===== config.mk =====
export PLATFORM = sky130hd
export DESIGN_NAME = io_ctrl
export DESIGN_NICKNAME = d
export VERILOG_FILES = /design/src/rtl/io_ctrl_pkg.sv /design/src/rtl/io_fifo.sv /design/src/rtl/io_ctrl.sv
export SDC_FILE = /design/constraint.sdc
export NUM_CORES = 1
export LEC_CHECK = 0
export ABC_AREA = 0
export CORE_MARGIN = 2
export CORE_UTILIZATION = 30
export DETAILED_ROUTE_END_ITERATION = 6
export PLACE_DENSITY = 0.58
export SYNTH_ARGS = -nofsm -noshare
export SYNTH_HDL_FRONTEND = slang
export SYNTH_HIERARCHICAL = 1
export SYNTH_SLANG_ARGS = --single-unit

===== constraint.sdc =====
create_clock -name clk -period 7.05 [get_ports clk]
set_clock_uncertainty 0.1 [all_clocks]
set_input_delay 1.41 -clock clk [delete_from_list [all_inputs] [get_ports clk]]
set_output_delay 1.41 -clock clk [all_outputs]
set_load 0.02 [all_outputs]

===== src/rtl/io_ctrl_pkg.sv =====
// Shared definitions for the basic-computer I/O controller:
// output FSM encoding, flag reset values and the default data width.
package io_ctrl_pkg;

  localparam int DATA_W_DEF = 8;

  // FGO resets high so the CPU sees the printer as ready after reset.
  localparam logic FGO_RST = 1'b1;

  typedef enum logic {
    ST_IDLE = 1'b0,
    ST_SEND = 1'b1
  } out_state_e;

endpackage


===== src/rtl/io_fifo.sv =====
// Synchronous FIFO buffering input-device words ahead of INPR.
// The head word is read combinationally on dout; pointers wrap at the power-of-two depth.
module io_fifo #(
  parameter int DATA_W     = 8,
  parameter int FIFO_DEPTH = 4,
  parameter int AW         = $clog2(FIFO_DEPTH),
  parameter int CW         = AW + 1
) (
  input  logic              clk,
  input  logic              rst,
  input  logic              push,
  input  logic              pop,
  input  logic [DATA_W-1:0] din,
  output logic [DATA_W-1:0] dout,
  output logic [CW-1:0]     count,
  output logic              full,
  output logic              empty
);

  logic [DATA_W-1:0] mem_q [FIFO_DEPTH];
  logic [AW-1:0]     wptr_q, wptr_d;
  logic [AW-1:0]     rptr_q, rptr_d;
  logic [CW-1:0]     cnt_q,  cnt_d;

  assign full  = (cnt_q == CW'(FIFO_DEPTH));
  assign empty = (cnt_q == '0);
  assign count = cnt_q;
  assign dout  = mem_q[rptr_q];

  always_comb begin
    wptr_d = wptr_q;
    rptr_d = rptr_q;
    cnt_d  = cnt_q;
    if (push) wptr_d = wptr_q + AW'(1);
    if (pop)  rptr_d = rptr_q + AW'(1);
    if (push && !pop)      cnt_d = cnt_q + CW'(1);
    else if (pop && !push) cnt_d = cnt_q - CW'(1);
  end

  always_ff @(posedge clk) begin
    if (rst) begin
      wptr_q <= '0;
      rptr_q <= '0;
      cnt_q  <= '0;
    end else begin
      wptr_q <= wptr_d;
      rptr_q <= rptr_d;
      cnt_q  <= cnt_d;
    end
  end

  // Storage needs no reset; the empty count guards stale entries.
  always_ff @(posedge clk) begin
    if (push) mem_q[wptr_q] <= din;
  end

endmodule


===== src/rtl/io_ctrl.sv =====
// I/O controller: owns INPR/OUTR and FGI/FGO, refills INPR from the input FIFO
// and hands OUTR to the output device through a two-state valid/ready FSM.
module io_ctrl
  import io_ctrl_pkg::*;
#(
  parameter int DATA_W     = DATA_W_DEF,
  parameter int FIFO_DEPTH = 4,
  parameter int CW         = $clog2(FIFO_DEPTH) + 1
) (
  input  logic              clk,
  input  logic              rst,
  input  logic [DATA_W-1:0] in_data,
  input  logic              in_valid,
  output logic              in_ready,
  output logic [DATA_W-1:0] out_data,
  output logic              out_valid,
  input  logic              out_ready,
  input  logic [DATA_W-1:0] ac_low,
  input  logic              inp_rd,
  input  logic              out_wr,
  output logic [DATA_W-1:0] inpr,
  output logic              fgi,
  output logic              fgo,
  output logic              int_req,
  output logic [CW-1:0]     fifo_count,
  output logic              out_err
);

  out_state_e        state_q, state_d;
  logic [DATA_W-1:0] inpr_q, inpr_d;
  logic [DATA_W-1:0] outr_q, outr_d;
  logic              fgi_q, fgi_d;
  logic              fgo_q, fgo_d;
  logic              err_q, err_d;

  logic              push, pop, full, empty, load, done;
  logic [DATA_W-1:0] head;

  assign push = in_valid && !full;
  // Refill only from a registered-low FGI, so an INP always leaves one low cycle.
  assign pop  = !fgi_q && !empty;

  io_fifo #(.DATA_W(DATA_W), .FIFO_DEPTH(FIFO_DEPTH)) u_fifo (
    .clk   (clk),
    .rst   (rst),
    .push  (push),
    .pop   (pop),
    .din   (in_data),
    .dout  (head),
    .count (fifo_count),
    .full  (full),
    .empty (empty)
  );

  always_ff @(posedge clk) begin
    if (rst) state_q <= ST_IDLE;
    else     state_q <= state_d;
  end

  always_comb begin
    state_d = state_q;
    case (state_q)
      ST_IDLE: if (out_wr && fgo_q) state_d = ST_SEND;
      ST_SEND: if (out_ready)       state_d = ST_IDLE;
      default:                      state_d = ST_IDLE;
    endcase
  end

  always_comb begin
    out_valid = (state_q == ST_SEND);
    load      = (state_q == ST_IDLE) && out_wr && fgo_q;
    done      = (state_q == ST_SEND) && out_ready;
  end

  always_comb begin
    inpr_d = inpr_q;
    fgi_d  = fgi_q;
    outr_d = outr_q;
    fgo_d  = fgo_q;
    err_d  = err_q | (out_wr & ~fgo_q);
    if (pop) begin
      inpr_d = head;
      fgi_d  = 1'b1;
    end else if (inp_rd && fgi_q) begin
      fgi_d  = 1'b0;
    end
    if (load) begin
      outr_d = ac_low;
      fgo_d  = 1'b0;
    end else if (done) begin
      fgo_d  = 1'b1;
    end
  end

  always_ff @(posedge clk) begin
    if (rst) begin
      inpr_q <= '0;
      fgi_q  <= 1'b0;
      outr_q <= '0;
      fgo_q  <= FGO_RST;
      err_q  <= 1'b0;
    end else begin
      inpr_q <= inpr_d;
      fgi_q  <= fgi_d;
      outr_q <= outr_d;
      fgo_q  <= fgo_d;
      err_q  <= err_d;
    end
  end

  assign in_ready = !full;
  assign inpr     = inpr_q;
  assign fgi      = fgi_q;
  assign fgo      = fgo_q;
  assign out_data = outr_q;
  assign out_err  = err_q;
  assign int_req  = fgi_q | fgo_q;

endmodule

==> reports/results.md, run 1 <==
| Item | Value | Unit |
|---|---|---|
| Run status | complete, no violations | - |
| Worst hold path class | register to register | - |
| Count of filler cells inserted in the layout | 809 | - |
| Clock transition at the registers of the reported paths | 0.06 | ns |
| Met2 wire length | 1990 | um |
| All-layer global routing usage | 0.104 | - |
| Critical-path cell with the highest stage delay | clkdlybuf4s50_1 | - |
| Vertical die dimension | 94.5 | um |
| Max_cap viols | 0 | - |
| GPL Wtd Cong | 0.643 | - |
| Non-filler instance count after layout | 334 | - |
| Portion of the clock cycle consumed by the worst path in the final layout | 0.486 | - |
| Die area | 8930 | um2 |
| Design area | 3180 | um2 |
| Fraction of final layout cells with drive strength greater than 1 | 0.109 | - |
| Slew at the pin with the worst max-slew slack | 1.08 | ns |
| Number of DRC violations after detailed routing | 0 | - |
| Final setup viols | 0 | - |
| Detailed route wirelength on metal3 | 294 | um |
| Global-route wire length before repair | 6890 | um |
| Wire length the detailed router placed on met1 | 1950 | um |
| Kind of cell adding the most delay to the critical path | simple AND/OR/NAND/NOR gates | - |
| Synthesized netlist cell count | 176 | - |
| Number of sinks on the clock net | 61 | - |
| Flop and latch count out of synthesis | 61 | - |
| Vias in the first global route | 1397 | - |
| Leading cell types by total area after synthesis | edfxtp_1 39%, dfxtp_1 24%, mux4_2 7.3% | - |
| Unrepaired setup endpoints after global routing | false | - |
| Clock root buffer | clkbuf_8 | - |
| Capturing element type of the critical path | register | - |
| Pins over their slew limit | 0 | - |
| Via density per instance | 4.37 | - |
| Net count after synthesis | 204 | - |
| Clock tree from TritonCTS | done | - |
| Smallest hold slack | 0.345 | ns |
| Number of buffers added to fix hold violations after cts | 0 | - |
| Proportion of synthesized chip area in sequential cells | 0.628 | - |
| Count of buffers added by post-CTS timing repair for setup | 0 | - |
| I/O pin count | 47 | - |
| Pre-CTS setup slack | 3.29 | ns |
| Maximum number of pins on one net before global-route repair | 37 | - |
| P_leak | 1.11 | nW |
| Overall Power | 1.10 | mW |
| Row count | 33 | - |
| Clk_lat worst skew | 0.33 | ns |
| Vias after detailed routing | 1461 | - |
| Top library cells by usage in the layout, fill and taps aside | 46 x clkdlybuf4s50_1, 32 x edfxtp_1, 29 x dfxtp_1 | - |
| Clk buf depth | 2 | - |
| Count of antenna-violating nets left after detailed routing | 0 | - |
| Core area | 8090 | um2 |
| Routed length per instance | 12.8 | um |
| Cell taking the most area after synthesis | edfxtp_1 | - |
| Number of clock buffers inserted by TritonCTS | 9 | - |
| Final antenna diode count | 0 | - |
| Proportion of netlist area held by the largest area contributor | 0.391 | - |
| Total detailed-routing wirelength | 4280 | um |
| Required @ worst endpoint | 7.19 | ns |
| Uppermost routed layer | met4 | - |
| Number of port buffers | 46 | - |
| Final Hold Violating Endpoints | 0 | - |
| Power density relative to cell area | 347 | nW/um2 |
| Die Wd | 94.5 | um |
| Initial Util | 0.303 | - |
| Number of antenna violations at the first check in global routing | 0 | - |
| Synthesized cell area | 2460 | um2 |
| Category of the most critical setup path | input port to register | - |
| Cells along the critical path | clkdlybuf4s50_1 -> nor2b_1 -> ha_1 -> inv_1 -> fa_1 -> xor2_1 -> or3_1 -> a21oi_1 | - |
| Maximum clock rate | 0.292 | GHz |
| Most common cell after layout, fill and taps aside | clkdlybuf4s50_1 | - |
| Resized cells post-CTS | 0 | - |
| Pre-Repair DR Iteration Count | 4 | - |
| Max-Slew Margin vs Limit | 0.275 | - |
| Signed area change from the synthesized netlist to the final layout | 29.5 | % |
| Worst EP arrival | 3.57 | ns |
| Slowest stage delay, CP | 0.45 | ns |
| Average cell area after synthesis | 14.0 | um2 |
| Buffer and inverter count on the worst path | 2 | - |
| Worst vdd rail ir drop | 0.121 | mV |
| Count of routing violations after the opening detailed-route iteration | 35 | - |
| Top fanout value on the critical path | 7 | - |
| Kind of start point of the critical path | input port | - |
| Nets | 252 | - |
| Global-route congestion overflow total | 0 | - |
| Setup WS post-layout | 3.63 | ns |
| Final TNS setup | 0 | ns |
| # placed instances | 318 | - |
| Cell area after placement | 2990 | um2 |
| Final critical path time including I/O delays and setup | 3.42 | ns |
| Clock H-tree levels | 3 | - |
| Total of warnings raised by yosys | 6 | - |
| Detailed placer's ending HPWL | 2800 | um |
| Finished Core Util | 0.393 | - |
| Yosys cell types | 31 | - |
layer usage:
layer | global-route usage | vias up
li1 | - | 720
met3 | 0.0495 | 6
met2 | 0.158 | 43
met5 | 0 | -
met1 | 0.128 | 692
met4 | 0.0399 | 0
state kept, by name, summed over array words and instances (netlist names), named ones only:
signal,cells
u_fifo/rptr_q,2
out_err,1
u_fifo/mem_q,32
fgi,1
u_fifo/wptr_q,2
u_fifo/count,3
inpr,8
fgo,1
out_valid,1
out_data,8
cell usage after synthesis (all sizes together):
library cell / n
nor2: 8
or3: 1
and2: 4
mux4: 8
edfxtp: 32
a21oi: 11
a211oi: 1
o21bai: 1
clkbuf: 3
nor2b: 4
xor2: 3
or2: 1
nand2b: 17
nand2: 1
inv: 6
xnor2: 2
and3b: 1
ha: 5
fa: 1
o21ai: 9
o21ba: 1
dfxtp: 29
buf: 7
mux2i: 10
or3b: 8
nor3b: 1
nor3: 1
worst paths after layout:
path / start / endpoint / slack, ns / cells after the start
worst max-delay path: in_valid / u_fifo/count[2]$_SDFFE_PP0P_ / 3.63 / 8
worst min-delay path: out_err$_SDFF_PP0_ / out_err$_SDFF_PP0_ / 0.34 / 2
worst max register to register: u_fifo/count[0]$_SDFFE_PP0P_ / u_fifo/count[2]$_SDFFE_PP0P_ / 4.61 / 8
worst min register to register: out_err$_SDFF_PP0_ / out_err$_SDFF_PP0_ / 0.34 / 2
worst min-delay path, cell delays in order, from the launching register on:
cell     delay [ns]
dfxtp_1        0.31
inv_1          0.04
a21oi_1        0.05
kinds of logic (layout without fill, tap and decap cells):
logic type / count (synthesis) / after routing / synth area share
simple gates: 47 / 47 / 0.120
mux: 18 / 18 / 0.114
flops: 61 / 61 / 0.628
fa+ha+maj: 6 / 6 / 0.0336
xor+xnor: 5 / 5 / 0.0178
compound gates: 23 / 23 / 0.0509
buf+inv: 16 / 69 / 0.0362
where the power goes:
part           internal [mW]  switching [mW]  leakage (nW)
Clock                  0.162           0.136        0.0923
Sequential             0.435          0.0540         0.532
Combinational          0.168           0.149         0.487
Total                  0.765           0.339          1.11
area by class of cell:
class / instances / area, um2 / share of cell area
repair buffers: 47 / 468 / 0.147
multi-input cells: 99 / 826 / 0.260
clock buffers: 10 / 128 / 0.0401
flip-flops and latches: 61 / 1540 / 0.485
well taps: 105 / 131 / 0.0413
inverters: 6 / 22.5 / 0.00708
clock inverters: 6 / 63.8 / 0.0201
Power figures use the tool's default switching activity.
==> run 2, diff against run 1 <==
==> constraint.sdc (replaced) <==
create_clock -name clk -period 3.55 [get_ports clk]
set_clock_uncertainty 0.1 [all_clocks]
set_input_delay 0.71 -clock clk [delete_from_list [all_inputs] [get_ports clk]]
set_output_delay 0.71 -clock clk [all_outputs]
set_load 0.02 [all_outputs]
==> run 2 against run 1 <==
Compared with the run above:
- final cell count grew 0.30%
- critical path depth stayed put
- routed wire length decreased by 2.6%
- die area did not move
- flip-flop and latch count unchanged
- core utilization down 0.22 points
- hold slack gained 0.0023 ns
- combinational power is 100% higher
- sequential share of layout area is 0.27 points higher
- non-clock buffer count increased by 1
- count of clock-buffer cells in the layout fell by 1
- power increased by 91%
==> reports/results.md, run 2 (synthesis gave the netlist of run 1 again) <==
| Item | Value | Unit | vs previous |
|---|---|---|---|
| Run status | complete, no violations | - | unchanged |
| Slew at the pin with the worst max-slew slack | 0.813 | ns | was 1.08 ns |
| # placed instances | 319 | - | was 318 |
| Clock transition at the registers of the reported paths | 0.07 | ns | was 0.06 ns |
| Count of buffers added by post-CTS timing repair for setup | 0 | - | unchanged |
| Power density relative to cell area | 667 | nW/um2 | was 347 nW/um2 |
| Detailed placer's ending HPWL | 2800 | um | about the same |
| Maximum number of pins on one net before global-route repair | 30 | - | was 37 |
| Kind of start point of the critical path | input port | - | unchanged |
| Top library cells by usage in the layout, fill and taps aside | 46 x clkdlybuf4s50_1, 32 x edfxtp_1, 29 x dfxtp_1 | - | unchanged |
| Portion of the clock cycle consumed by the worst path in the final layout | 0.769 | - |  |
| Worst vdd rail ir drop | 0.351 | mV | was 0.121 mV |
| Clk buf depth | 2 | - | unchanged |
| Clock tree from TritonCTS | done | - | unchanged |
| Vertical die dimension | 94.5 | um | unchanged |
| I/O pin count | 47 | - | unchanged |
| Count of routing violations after the opening detailed-route iteration | 28 | - | was 35 |
| Unrepaired setup endpoints after global routing | false | - | unchanged |
| Launching point of the worst reg2reg path | u_fifo/count[0]$_SDFFE_PP0P_ | - | unchanged |
| Final Hold Violating Endpoints | 0 | - | unchanged |
| Row count | 33 | - | unchanged |
| Top fanout value on the critical path | 7 | - | unchanged |
| Number of instances on the worst hold path | 2 | - | unchanged |
| Count of filler cells inserted in the layout | 802 | - | was 809 |
| Worst hold path class | register to register | - | unchanged |
| Register with the most flip-flops | u_fifo/mem_q | - | unchanged |
| Cells along the critical path | clkdlybuf4s50_1 -> nor2b_1 -> ha_1 -> inv_1 -> fa_1 -> xor2_1 -> or3_1 -> a21oi_1 | - | unchanged |
| Number of buffers added to fix hold violations after cts | 0 | - | unchanged |
| Pre-Repair DR Iteration Count | 3 | - | was 4 |
| Clk_lat worst skew | 0.33 | ns | about the same |
| Number of sinks on the clock net | 61 | - | unchanged |
| Final TNS setup | 0 | ns | unchanged |
| Clock H-tree levels | 3 | - | unchanged |
| Final antenna diode count | 0 | - | unchanged |
| Final setup viols | 0 | - | unchanged |
| Non-filler instance count after layout | 335 | - | was 334 |
| Maximum clock rate | 0.366 | GHz |  |
| Number of DRC violations after detailed routing | 0 | - | unchanged |
| Initial Util | 0.303 | - | unchanged |
| Core area | 8090 | um2 | unchanged |
| Signed area change from the synthesized netlist to the final layout | 28.8 | % | was 29.5% |
| All-layer global routing usage | 0.104 | - | about the same |
| Fraction of final layout cells with drive strength greater than 1 | 0.104 | - | was 0.109 |
| Worst min-delay path endpoint | out_err$_SDFF_PP0_ | - | unchanged |
| Global-route wire length before repair | 6770 | um | was 6890 um |
| Worst reg2reg path depth | 8 | - | unchanged |
| Critical register-to-register path endpoint | u_fifo/count[2]$_SDFFE_PP0P_ | - | unchanged |
| Routed length per instance | 12.4 | um | was 12.8 um |
| Worst EP arrival | 2.89 | ns | was 3.57 ns |
| GPL Wtd Cong | 0.631 | - | was 0.643 |
| Die area | 8930 | um2 | unchanged |
| Most common cell after layout, fill and taps aside | clkdlybuf4s50_1 | - | unchanged |
| Number of clock buffers inserted by TritonCTS | 9 | - | unchanged |
| Required @ worst endpoint | 3.71 | ns | was 7.19 ns |
| Slowest stage delay, CP | 0.44 | ns | was 0.45 ns |
| Die Wd | 94.5 | um | unchanged |
| Number of port buffers | 46 | - | unchanged |
| Capturing element type of the critical path | register | - | unchanged |
| Startpoint of the most critical hold path | out_err$_SDFF_PP0_ | - | unchanged |
| Clock root buffer | clkbuf_8 | - | unchanged |
| Pins over their slew limit | 0 | - | unchanged |
| Critical-path cell with the highest stage delay | clkdlybuf4s50_1 | - | unchanged |
| Nets | 253 | - | was 252 |
| Count of antenna-violating nets left after detailed routing | 0 | - | unchanged |
| Max reg flops | 32 | - | unchanged |
| Global-route congestion overflow total | 0 | - | unchanged |
| Flop-to-flop setup slack | 1.11 | ns | was 4.61 ns |
| Vias in the first global route | 1382 | - | was 1397 |
| Max_cap viols | 0 | - | unchanged |
| Number of antenna violations at the first check in global routing | 0 | - | unchanged |
| Resized cells post-CTS | 0 | - | unchanged |
| Kind of cell adding the most delay to the critical path | simple AND/OR/NAND/NOR gates | - | unchanged |
| Vias after detailed routing | 1448 | - | was 1461 |
| Total detailed-routing wirelength | 4160 | um | was 4280 um |
| P_leak | 1.10 | nW | was 1.11 nW |
| Via density per instance | 4.32 | - | was 4.37 |
| Max-Slew Margin vs Limit | 0.456 | - | was 0.275 |
| Category of the most critical setup path | input port to register | - | unchanged |
| Buffer and inverter count on the worst path | 2 | - | unchanged |
| Final critical path time including I/O delays and setup | 2.73 | ns |  |
| Smallest hold slack | 0.347 | ns | was 0.345 ns |
run 2: layout make-up:
type | instances | area [um2] | share of cell area
inverter | 6 | 22.5 | 0.00712
timing repair buffer | 48 | 475 | 0.150
tap | 105 | 131 | 0.0415
multi-input combinational | 99 | 826 | 0.261
sequential | 61 | 1540 | 0.487
clock buffer | 9 | 124 | 0.0392
clock inverter | 7 | 42.5 | 0.0134
run 2: worst min-delay path, cell delays in order, from the launching register on:
cell     delay, ns
dfxtp_1       0.31
inv_1         0.05
a21oi_1       0.05
run 2: through the flow:
stage | power (mW) | area, um2 | utilization | setup slack (ns)
floorplan | 1.40 | 2460 | - | 0.917
global placement | 1.61 | 3000 | 0.370 | 0.532
detailed placement | 1.63 | 3000 | 0.370 | 0.460
CTS | 2.15 | 3160 | 0.391 | 0.813
global route | 2.26 | 3160 | 0.391 | 0.639
finish | 2.11 | 3160 | 0.391 | 0.820
run 2: how the worst max path moves through the flow:
stage | startpoint | endpoint | cells past startpoint
after floorplan | u_fifo/count[0]$_SDFFE_PP0P_ | u_fifo/count[2]$_SDFFE_PP0P_ | 10
after global placement | in_valid | u_fifo/count[2]$_SDFFE_PP0P_ | 8
after detailed placement | in_valid | u_fifo/count[2]$_SDFFE_PP0P_ | 8
after CTS | in_valid | u_fifo/count[2]$_SDFFE_PP0P_ | 8
after global routing | in_valid | u_fifo/count[2]$_SDFFE_PP0P_ | 8
final | in_valid | u_fifo/count[2]$_SDFFE_PP0P_ | 8
run 2: where the power goes:
group	total [mW]	internal [mW]	switching [mW]
Sequential	0.966	0.863	0.104
Combinational	0.633	0.334	0.300
Clock	0.512	0.246	0.265
Total	2.11	1.44	0.669
run 2: per-layer routing:
metal | global-route usage | share of wire | vias to the layer above
met5 | 0 | 0 | -
met4 | 0.0326 | 0.0084 | 0
met3 | 0.0591 | 0.063 | 6
met2 | 0.154 | 0.46 | 37
met1 | 0.129 | 0.47 | 673
li1 | - | - | 732
==> run 3, diff against run 2 <==
--- a/config.mk
+++ b/config.mk
@@ -9,7 +9,7 @@
 export CORE_MARGIN = 2
 export CORE_UTILIZATION = 30
 export DETAILED_ROUTE_END_ITERATION = 6
-export PLACE_DENSITY = 0.58
+export PLACE_DENSITY = 0.6
 export SYNTH_ARGS = -nofsm -noshare
 export SYNTH_HDL_FRONTEND = slang
 export SYNTH_HIERARCHICAL = 1
==> constraint.sdc (replaced) <==
create_clock -name clk -period 2.4 [get_ports clk]
set_clock_uncertainty 0.1 [all_clocks]
set_input_delay 0.48 -clock clk [delete_from_list [all_inputs] [get_ports clk]]
set_output_delay 0.48 -clock clk [all_outputs]
set_load 0.02 [all_outputs]
==> run 3 against run 2 <==
Compared with the run above:
- clock power increased by 110%
- flip-flop and latch count did not move
- sequential power up 47%
- first-iteration DRC count increased to 2.5 times the previous value
- die area did not move
- critical path depth is 5 lower
- combinational power increased by 57%
- setup slack got worse by 0.64 ns
- final cell count is 2.1% higher
- hold slack gained 0.0045 ns
- routed wire length increased by 2.8%
- core utilization grew 1.7 points
- critical path type is now register to output pin
- largest power group unchanged
==> reports/results.md, run 3 (synthesis gave the netlist of run 1 again) <==
| Item | Value | Unit | vs previous |
|---|---|---|---|
| Portion of the clock cycle consumed by the worst path in the final layout | 0.925 | - |  |
| Vias in the first global route | 1411 | - | was 1382 |
| Final antenna diode count | 0 | - | unchanged |
| Count of routing violations after the opening detailed-route iteration | 70 | - | was 28 |
| Via density per instance | 4.34 | - | was 4.32 |
| Run status | complete, no violations | - | unchanged |
| Pins over their slew limit | 0 | - | unchanged |
| Nets | 260 | - | was 253 |
| Switching power | 1.01 | mW | was 0.669 mW |
| Share of total power in combinational logic | 0.284 | - | was 0.300 |
| Power share of the sequential group | 0.405 | - | was 0.458 |
| Die area | 8930 | um2 | unchanged |
| Smallest hold slack | 0.352 | ns | was 0.347 ns |
| Top library cells by usage in the layout, fill and taps aside | 46 x clkdlybuf4s50_1, 32 x edfxtp_1, 29 x dfxtp_1 | - | unchanged |
| Number of clock buffers inserted by TritonCTS | 9 | - | unchanged |
| Max-Slew Margin vs Limit | 0.643 | - | was 0.456 |
| Non-filler instance count after layout | 342 | - | was 335 |
| Final Hold Violating Endpoints | 0 | - | unchanged |
| Fraction of final layout cells with drive strength greater than 1 | 0.143 | - | was 0.104 |
| Category of the most critical setup path | register to output pin | - | was input port to register |
| Vias after detailed routing | 1484 | - | was 1448 |
| Final critical path time including I/O delays and setup | 2.22 | ns |  |
| Number of DRC violations after detailed routing | 0 | - | unchanged |
| Clk network pwr share | 0.312 | - | was 0.242 |
| All-layer global routing usage | 0.102 | - | was 0.104 |
| Number of port buffers | 46 | - | unchanged |
| Clk_lat worst skew | 0.33 | ns | about the same |
| Most common cell after layout, fill and taps aside | clkdlybuf4s50_1 | - | unchanged |
| Maximum number of pins on one net before global-route repair | 37 | - | was 30 |
| Register with the most flip-flops | u_fifo/mem_q | - | unchanged |
| Number of sinks on the clock net | 61 | - | unchanged |
| Number of antenna violations at the first check in global routing | 0 | - | unchanged |
| Worst hold path class | register to register | - | unchanged |
| Core area | 8090 | um2 | unchanged |
| Clock transition at the registers of the reported paths | 0.07 | ns | about the same |
| Row count | 33 | - | unchanged |
| Initial Util | 0.303 | - | unchanged |
| Count of filler cells inserted in the layout | 781 | - | was 802 |
| Vertical die dimension | 94.5 | um | unchanged |
| Worst vdd rail ir drop | 0.396 | mV | was 0.351 mV |
| Routed length per instance | 12.5 | um | was 12.4 um |
| Pre-Repair DR Iteration Count | 4 | - | was 3 |
| Clk buf depth | 2 | - | unchanged |
| GPL Wtd Cong | 0.634 | - | was 0.631 |
| Clock tree from TritonCTS | done | - | unchanged |
| Cell internal pwr | 2.50 | mW | was 1.44 mW |
| Number of buffers added to fix hold violations after cts | 0 | - | unchanged |
| Clock H-tree levels | 3 | - | unchanged |
| Switching share of power | 0.289 | - | was 0.317 |
| # placed instances | 326 | - | was 319 |
| Global-route wire length before repair | 6830 | um | was 6770 um |
| Detailed placer's ending HPWL | 2820 | um | was 2800 um |
| Power density relative to cell area | 1060 | nW/um2 | was 667 nW/um2 |
| Clock root buffer | clkbuf_8 | - | unchanged |
| Top fanout value on the critical path | 5 | - | was 7 |
| I/O pin count | 47 | - | unchanged |
| Count of antenna-violating nets left after detailed routing | 0 | - | unchanged |
| Capturing element type of the critical path | output pin | - | was register |
| Count of buffers added by post-CTS timing repair for setup | 0 | - | unchanged |
| Total detailed-routing wirelength | 4280 | um | was 4160 um |
| Maximum clock rate | 0.450 | GHz |  |
| Unrepaired setup endpoints after global routing | false | - | unchanged |
| Die Wd | 94.5 | um | unchanged |
| Slew at the pin with the worst max-slew slack | 0.535 | ns | was 0.813 ns |
| P_leak | 1.18 | nW | was 1.10 nW |
| Final setup viols | 0 | - | unchanged |
| Kind of start point of the critical path | register | - | was input port |
| Resized cells post-CTS | 0 | - | unchanged |
| Required @ worst endpoint | 1.82 | ns | was 3.71 ns |
| Max reg flops | 32 | - | unchanged |
| Finished Core Util | 0.408 | - | was 0.391 |
| Max_cap viols | 0 | - | unchanged |
| Signed area change from the synthesized netlist to the final layout | 34.3 | % | was 28.8% |
| Global-route congestion overflow total | 0 | - | unchanged |
| Worst EP arrival | 1.64 | ns | was 2.89 ns |
==> run 3: layer usage <==
layer  wire [um]  global-route usage  vias to the layer above
met2        1900               0.149                       40
li1            -                   -                      742
met3         247              0.0391                        8
met1        2070               0.135                      694
met4          59              0.0471                        0
met5           0                   0                        -
==> run 3: layout make-up <==
type,instances,area [um2],share of cell area
Tap cell,105,131,0.0398
Clock buffer,10,128,0.0387
Sequential cell,61,1540,0.467
Clock inverter,6,111,0.0338
Inverter,6,22.5,0.00683
Timing Repair Buffer,55,528,0.160
Multi-Input combinational cell,99,837,0.254
==> run 3: power by group through the flow <==
stage | Clock [mW] | Combinational (mW) | Sequential (mW)
finish | 1.10 | 0.996 | 1.42
global route | 1.17 | 1.10 | 1.45
CTS | 1.14 | 1.01 | 1.43
detailed placement | 0 | 1.01 | 1.45
global placement | 0 | 0.998 | 1.44
floorplan | 0 | 0.597 | 1.49
==> run 3: through the flow <==
stage	total power, mW	area (um2)	setup TNS, ns	worst slack (ns)
2_1_floorplan	2.09	2470	0	0.00523
3_3_place_gp	2.44	3060	-0.0574	-0.0574
3_5_place_dp	2.46	3060	-0.0762	-0.0762
4_1_cts	3.57	3300	0	0.143
5_1_grt	3.71	3300	0	0.0256
6_report	3.51	3300	0	0.179
==> run 3: worst max-delay path: stages, from the launching register on <==
cell and delay (ns):
dfxtp_1 0.44, nor3b_1 0.28, inv_1 0.06, clkdlybuf4s50_1 0.53
==> run 3: path summary, 6_finish.rpt <==
path | to | from | slack, ns | depth (start not counted)
setup / recovery | in_ready | u_fifo/count[2]$_SDFFE_PP0P_ | 0.18 | 3
hold / removal | out_err$_SDFF_PP0_ | out_err$_SDFF_PP0_ | 0.35 | 2
setup reg to reg | u_fifo/count[2]$_SDFFE_PP0P_ | u_fifo/count[0]$_SDFFE_PP0P_ | 0.25 | 8
hold reg to reg | out_err$_SDFF_PP0_ | out_err$_SDFF_PP0_ | 0.35 | 2
